**config.mk**
```make
export PLATFORM = sky130hd
export DESIGN_NAME = dmem_arbiter_flat
export DESIGN_NICKNAME = d
export VERILOG_FILES = /design/src/rtl/dmem_arbiter_pkg.sv /design/src/rtl/dmem_arbiter_if.sv /design/src/rtl/dmem_arbiter_age_counter.sv /design/src/rtl/dmem_arbiter.sv /design/src/flat_wrapper.sv
export SDC_FILE = /design/constraint.sdc
export NUM_CORES = 1
export LEC_CHECK = 0
export ABC_AREA = 1
export CORE_AREA = 2 2 194 196
export DETAILED_ROUTE_END_ITERATION = 8
export DIE_AREA = 0 0 196 198
export RECOVER_POWER = 100
export SETUP_SLACK_MARGIN = 0.2
export SLEW_MARGIN = 40
export SYNTH_ARGS = -nofsm -noshare
export SYNTH_HDL_FRONTEND = slang
export SYNTH_SLANG_ARGS = --single-unit
```
**constraint.sdc**
```tcl
create_clock -name clk -period 3.9 [get_ports clk]
set_clock_uncertainty 0.15 [all_clocks]
set_input_delay 0.39 -clock clk [delete_from_list [all_inputs] [get_ports clk]]
set_output_delay 0.39 -clock clk [all_outputs]
set_load 0.02 [all_outputs]
```
**src/rtl/dmem_arbiter_pkg.sv**
```systemverilog
// Shared definitions for the data-memory arbiter: default bus widths, the
// ack-phase state type and the wait-counter width helper.
package dmem_arbiter_pkg;

  localparam int DMEM_ADDR_W = 13;
  localparam int DMEM_DATA_W = 64;

  typedef enum logic {
    ARB_IDLE = 1'b0,
    ARB_ACK  = 1'b1
  } arb_state_t;

  // Bits needed to count 0..max_wait, never less than one.
  function automatic int wait_cnt_w(input int max_wait);
    if (max_wait < 1) return 1;
    return (max_wait + 1 > 2) ? $clog2(max_wait + 1) : 1;
  endfunction

endpackage

```
**src/rtl/dmem_arbiter_if.sv**
```systemverilog
// Host/debug access port of the data-memory arbiter.
// Handshake: the master raises req with wr/addr/wdata stable and holds them
// until ack. ack is a one-cycle pulse in the cycle after the grant, and rdata
// is valid with it. req seen during the ack cycle is ignored. A req still high
// after ack is treated as a new transaction, so at most one completes every
// two cycles.
interface dmem_arbiter_if #(
  parameter int ADDR_W = 13,
  parameter int DATA_W = 64
) ();
  logic              req;
  logic              wr;
  logic [ADDR_W-1:0] addr;
  logic [DATA_W-1:0] wdata;
  logic [DATA_W-1:0] rdata;
  logic              ack;

  modport master (output req, wr, addr, wdata, input rdata, ack);
  modport slave  (input req, wr, addr, wdata, output rdata, ack);
endinterface

```
**src/rtl/dmem_arbiter_age_counter.sv**
```systemverilog
// Saturating age counter: it counts how many cycles a pending host request
// has been refused, and flags when it has reached the forcing limit.
module arb_age_counter
  import dmem_arbiter_pkg::*;
#(
  parameter int MAX_WAIT = 4
) (
  input  logic clk,
  input  logic rst_n,
  input  logic clr,
  input  logic inc,
  output logic sat
);
  localparam int W = wait_cnt_w(MAX_WAIT);

  logic [W-1:0] cnt_q;

  assign sat = (cnt_q == W'(MAX_WAIT));

  always_ff @(posedge clk or negedge rst_n) begin
    if (!rst_n) begin
      cnt_q <= '0;
    end else if (clr) begin
      cnt_q <= '0;
    end else if (inc && !sat) begin
      cnt_q <= cnt_q + W'(1);
    end
  end
endmodule

```
**src/rtl/dmem_arbiter.sv**
```systemverilog
// Data-memory arbiter between the CPU datapath and a host/debug port.
// CPU wins ties until the host has waited MAX_WAIT cycles. Optional
// statistics counters are built when DMEM_ARB_STATS_EN is defined.
module dmem_arbiter
  import dmem_arbiter_pkg::*;
#(
  parameter int ADDR_W   = DMEM_ADDR_W,
  parameter int DATA_W   = DMEM_DATA_W,
  parameter int MAX_WAIT = 4,
  parameter int CNT_W    = 32
) (
  input  logic              clk,
  input  logic              rst_n,
  input  logic              cpu_req,
  input  logic              cpu_wr,
  input  logic [ADDR_W-1:0] cpu_addr,
  input  logic [DATA_W-1:0] cpu_wdata,
  output logic [DATA_W-1:0] cpu_rdata,
  output logic              cpu_stall,
  dmem_arbiter_if.slave     host,
  output logic [ADDR_W-1:0] mem_addr,
  output logic [DATA_W-1:0] mem_wdata,
  output logic              mem_wr,
  input  logic [DATA_W-1:0] mem_rdata,
  output logic [CNT_W-1:0]  stat_stalls,
  output logic [CNT_W-1:0]  stat_host_grants,
  output arb_state_t        dbg_state
);
  arb_state_t        state_q, state_d;
  logic              ack_phase;
  logic              host_elig;
  logic              gnt_host;
  logic              gnt_cpu;
  logic              wait_sat;
  logic [DATA_W-1:0] rdata_q;

  assign ack_phase = (state_q == ARB_ACK);
  assign host_elig = host.req & ~ack_phase;
  assign gnt_host  = host_elig & (~cpu_req | wait_sat);
  assign gnt_cpu   = cpu_req & ~gnt_host;
  assign cpu_stall = cpu_req & gnt_host;
  assign cpu_rdata = mem_rdata;
  assign host.ack   = ack_phase;
  assign host.rdata = rdata_q;
  assign dbg_state  = state_q;

  arb_age_counter #(.MAX_WAIT(MAX_WAIT)) u_age (
    .clk   (clk),
    .rst_n (rst_n),
    .clr   (~host_elig | gnt_host),
    .inc   (host_elig & ~gnt_host),
    .sat   (wait_sat)
  );

  always_ff @(posedge clk or negedge rst_n) begin
    if (!rst_n) begin
      state_q <= ARB_IDLE;
      rdata_q <= '0;
    end else begin
      state_q <= state_d;
      if (gnt_host) rdata_q <= mem_rdata;
    end
  end

  // The ack cycle follows every host grant; idle otherwise.
  always_comb begin
    state_d   = ARB_IDLE;
    mem_addr  = cpu_addr;
    mem_wdata = cpu_wdata;
    mem_wr    = 1'b0;
    if (gnt_host) begin
      state_d   = ARB_ACK;
      mem_addr  = host.addr;
      mem_wdata = host.wdata;
      mem_wr    = host.wr;
    end else if (gnt_cpu) begin
      mem_wr = cpu_wr;
    end
  end

`ifdef DMEM_ARB_STATS_EN
  logic [CNT_W-1:0] stalls_q;
  logic [CNT_W-1:0] grants_q;

  always_ff @(posedge clk or negedge rst_n) begin
    if (!rst_n) begin
      stalls_q <= '0;
      grants_q <= '0;
    end else begin
      if (cpu_stall && (stalls_q != '1)) stalls_q <= stalls_q + CNT_W'(1);
      if (gnt_host  && (grants_q != '1)) grants_q <= grants_q + CNT_W'(1);
    end
  end

  assign stat_stalls      = stalls_q;
  assign stat_host_grants = grants_q;
`else
  assign stat_stalls      = '0;
  assign stat_host_grants = '0;
`endif
endmodule

```
**src/flat_wrapper.sv**
```systemverilog
// flat-port wrapper written by rule: the top's interface ports become plain ports
module dmem_arbiter_flat import dmem_arbiter_pkg::*;
#(
  parameter int ADDR_W   = DMEM_ADDR_W,
  parameter int DATA_W   = DMEM_DATA_W,
  parameter int MAX_WAIT = 4,
  parameter int CNT_W    = 32
)
  (clk, rst_n, cpu_req, cpu_wr, cpu_addr, cpu_wdata, cpu_rdata, cpu_stall, mem_addr, mem_wdata, mem_wr, mem_rdata, stat_stalls, stat_host_grants, dbg_state, host_req, host_wr, host_addr, host_wdata, host_rdata, host_ack);
  dmem_arbiter_if #(.ADDR_W(ADDR_W), .DATA_W(DATA_W)) host_i ();
  input  logic clk;
  input  logic rst_n;
  input  logic cpu_req;
  input  logic cpu_wr;
  input  logic [ADDR_W-1:0] cpu_addr;
  input  logic [DATA_W-1:0] cpu_wdata;
  output logic [DATA_W-1:0] cpu_rdata;
  output logic cpu_stall;
  output logic [ADDR_W-1:0] mem_addr;
  output logic [DATA_W-1:0] mem_wdata;
  output logic mem_wr;
  input  logic [DATA_W-1:0] mem_rdata;
  output logic [CNT_W-1:0] stat_stalls;
  output logic [CNT_W-1:0] stat_host_grants;
  output arb_state_t dbg_state;
  input wire logic [$bits(host_i.req)-1:0] host_req;
  input wire logic [$bits(host_i.wr)-1:0] host_wr;
  input wire logic [$bits(host_i.addr)-1:0] host_addr;
  input wire logic [$bits(host_i.wdata)-1:0] host_wdata;
  output wire logic [$bits(host_i.rdata)-1:0] host_rdata;
  output wire logic [$bits(host_i.ack)-1:0] host_ack;
  assign host_i.req = host_req;
  assign host_i.wr = host_wr;
  assign host_i.addr = host_addr;
  assign host_i.wdata = host_wdata;
  assign host_rdata = host_i.rdata;
  assign host_ack = host_i.ack;
  dmem_arbiter #(.ADDR_W(ADDR_W), .DATA_W(DATA_W), .MAX_WAIT(MAX_WAIT), .CNT_W(CNT_W)) u_core (.clk(clk), .rst_n(rst_n), .cpu_req(cpu_req), .cpu_wr(cpu_wr), .cpu_addr(cpu_addr), .cpu_wdata(cpu_wdata), .cpu_rdata(cpu_rdata), .cpu_stall(cpu_stall), .host(host_i), .mem_addr(mem_addr), .mem_wdata(mem_wdata), .mem_wr(mem_wr), .mem_rdata(mem_rdata), .stat_stalls(stat_stalls), .stat_host_grants(stat_host_grants), .dbg_state(dbg_state));
endmodule
```
==> results of run 1 <==
flip-flops by register name, summed over array words and instances, names as in the netlist:
signal and cells:
u_core.dbg_state 1, u_core.u_age.cnt_q 3, u_core.host.rdata 64
cell type report:
cell class / count / area (µm²) / area share
clock inverter: 2 / 35.0 / 0.00386
antenna: 1 / 2.50 / 0.000276
timing repair buffer: 441 / 4360 / 0.481
inverter: 7 / 26.3 / 0.00290
clock buffer: 12 / 256 / 0.0283
tap: 474 / 593 / 0.0654
sequential: 68 / 1700 / 0.188
multi-input combinational: 503 / 2100 / 0.231
synthesized netlist by cell type:
master / number
buf_1: 5
buf_2: 25
buf_4: 137
buf_6: 1
clkbuf_1: 6
conb_1: 1
dfrtp_1: 68
ha_1: 2
inv_1: 7
nand2_1: 286
nand2_2: 2
nand3_1: 143
nor2_1: 4
nor2_4: 1
xnor2_1: 1
kinds of logic after synthesis:
logic type,count (synthesis),share of synthesized area
AND/OR/NAND/NOR,436,0.381
buffers and inverters,181,0.257
flip-flops,68,0.355
adder cells (fa/ha/maj),2,0.00521
XOR/XNOR,1,0.00183
other,1,0.000781
worst paths after layout:
path | start | endpoint | slack, ns | cells after the start
worst max-delay path | host_req | mem_wdata[28] | 0.52 | 7
worst min-delay path | u_core.host.rdata[43] | u_core.host.rdata[43] | 0.31 | 2
worst max register to register | u_core.dbg_state | u_core.host.rdata[13] | 0.83 | 5
worst min register to register | u_core.host.rdata[43] | u_core.host.rdata[43] | 0.31 | 2
max in group asynchronous | rst_n | u_core.u_age.cnt_q[0] | 1.66 | 2
min in group asynchronous | rst_n | u_core.host.rdata[1] | 0.90 | 2
through the flow:
step / total power, mW / setup slack, ns / std cells
finish: 2.90 / 0.522 / 1508
global route: 3.07 / 0.404 / 1507
detailed placement: 2.18 / 0.905 / 1492
floorplan: 1.52 / 2.02 / 752
CTS: 3.05 / 0.765 / 1507
global placement: 2.18 / 0.884 / 1492
worst max-delay path: stages:
cell and delay (ns):
dlygate4sd3_1 0.53, inv_1 0.04, nor2_1 0.38, buf_12 0.37
nand3_1 0.19, nand2_1 0.14, dlygate4sd3_1 0.70
timing repair:
action,in CTS,in global routing
hold endpoints to repair,68,0
gates resized for setup,0,0
hold buffers,1,0
layer usage:
layer	part of all wire	track usage
met1	0.40	0.126
met2	0.48	0.196
met3	0.11	0.0468
met4	0.019	0.0356
met5	0.0032	0
power by group through the flow:
stage / sequential [mW] / clock, mW / combinational [mW]
after detailed placement: 0.878 / 0 / 1.31
after floorplan: 1.00 / 0 / 0.516
final: 0.863 / 0.829 / 1.20
after CTS: 0.869 / 0.862 / 1.31
after global placement: 0.872 / 0 / 1.31
after global routing: 0.877 / 0.894 / 1.30
==> qor.yml, run 1 <==
logic_synthesis:
  synth.top_cells.by_area: "dfrtp_1, nand2_1, buf_4"
  synth_top_area_cell: "dfrtp_1"
  synth_cells: 689
  yosys_warnings: 0
  syn_area_mm2: 0.00480
  yosysUniqueCellTypes: 15
  yosysTopAreaCellShare: 0.355
  ys_ff_latch: 68
  postSynthAreaPerCell_um2: 6.97
  ys_seq_area_frac: 0.355
sta:
  fin_crit_sh: 0.866
  hold_viol_final: 0
  setup_viol: 0
  fmax_ghz: 0.296
  finalCriticalPeriod_ns: 3.38
  worst_pin_slew_ns: 1.74
  setup_tns_ns: 0
  slew_headroom: -0.162
  report.final.slew_viol_count: 69
  finalHoldWorstSlack_ns: 0.311
  rsz0062_at_grt: "no"
clock_network:
  cts_made_buffers: 9
  clkLatencyLatePin_ns: 0.34
  cts.path.max_buffers: 2
  post-cts-setup-buffers: 0
  cts.sinks: 68
  clkTransAtPathRegs_ns: 0.05
  cts_tree: "yes"
  cts_root_buf: "clkbuf_16"
  htreeDepth: 3
die:
  die_area_mm2: 0.0388
  die_w_um: 196
  ios: 497
  start_util: 0.130
  coreArea_mm2: 0.0370
  die_h_um: 198
  row_count: 71
pwr:
  switchingPower_mw: 1.03
  sequentialPowerShare: 0.298
  swShare: 0.355
  clkPwrFrac: 0.286
  p_int_mw: 1.87
  irDropWorstVdd_mv: 0.200
  p_leak_nw: 4.33
  pwr_density_cell_mw_per_mm2: 319
  combinationalPowerShare: 0.416
setup_path:
  cp_max_fo: 86
  worstPathArrival_ns: 2.84
  worst_setup_path_start_kind: "input pin"
  path_class: "input pin to output pin"
  cp.required_ns: 3.36
  crit_path_end_kind: "output pin"
route:
  drt-total-wl_um: 22900
  remaining_drc_errors: 0
  ant_nets: 0
  vias_per_cell: 3.61
  vias: 5447
  wl_per_cell_um: 15.2
  drtPass1Iterations: 4
  drt_iter0_markers: 139
global_route:
  antenna_found_initial: 7
  grt_pass1_wl_um: 33000
  grt_usage: 0.113
  overflow: 0
  grt_pass1_vias: 5556
  grt_max_degree: 105
placed_design:
  postPlaceCellArea_mm2: 0.00886
  portBuffers: 432
  hpwl_um: 18300
  gp_congestion: 0.762
final_layout:
  fillers: 4052
  fin_util: 0.246
  area_delta_synth_final_pct: 89.1
  drive_above_1_share: 0.0213
  fin_nets: 1256
  stdcell_area_mm2: 0.00907
  final_cell_mix: "nand2_1, clkdlybuf4s50_1, dlygate4sd3_1"
  final_common_cell: "nand2_1"
job:
  maxCapViolations: 1
outcome:
  violations: "max-capacitance violations, max-slew violations"
  status: "complete, but fails checks"
hold_path:
  holdCritPathClass: "register to register"
No activity file was read; power rests on OpenSTA's default activity.
==> run 2, diff against run 1 <==
--- a/config.mk
+++ b/config.mk
@@ -6,6 +6,7 @@
 export NUM_CORES = 1
 export LEC_CHECK = 0
 export ABC_AREA = 1
+export CAP_MARGIN = 40
 export CORE_AREA = 2 2 194 196
 export DETAILED_ROUTE_END_ITERATION = 8
 export DIE_AREA = 0 0 196 198
==> results of run 2 <==
Same layout as run 1: the final DEF is identical, and so are final timing and power.
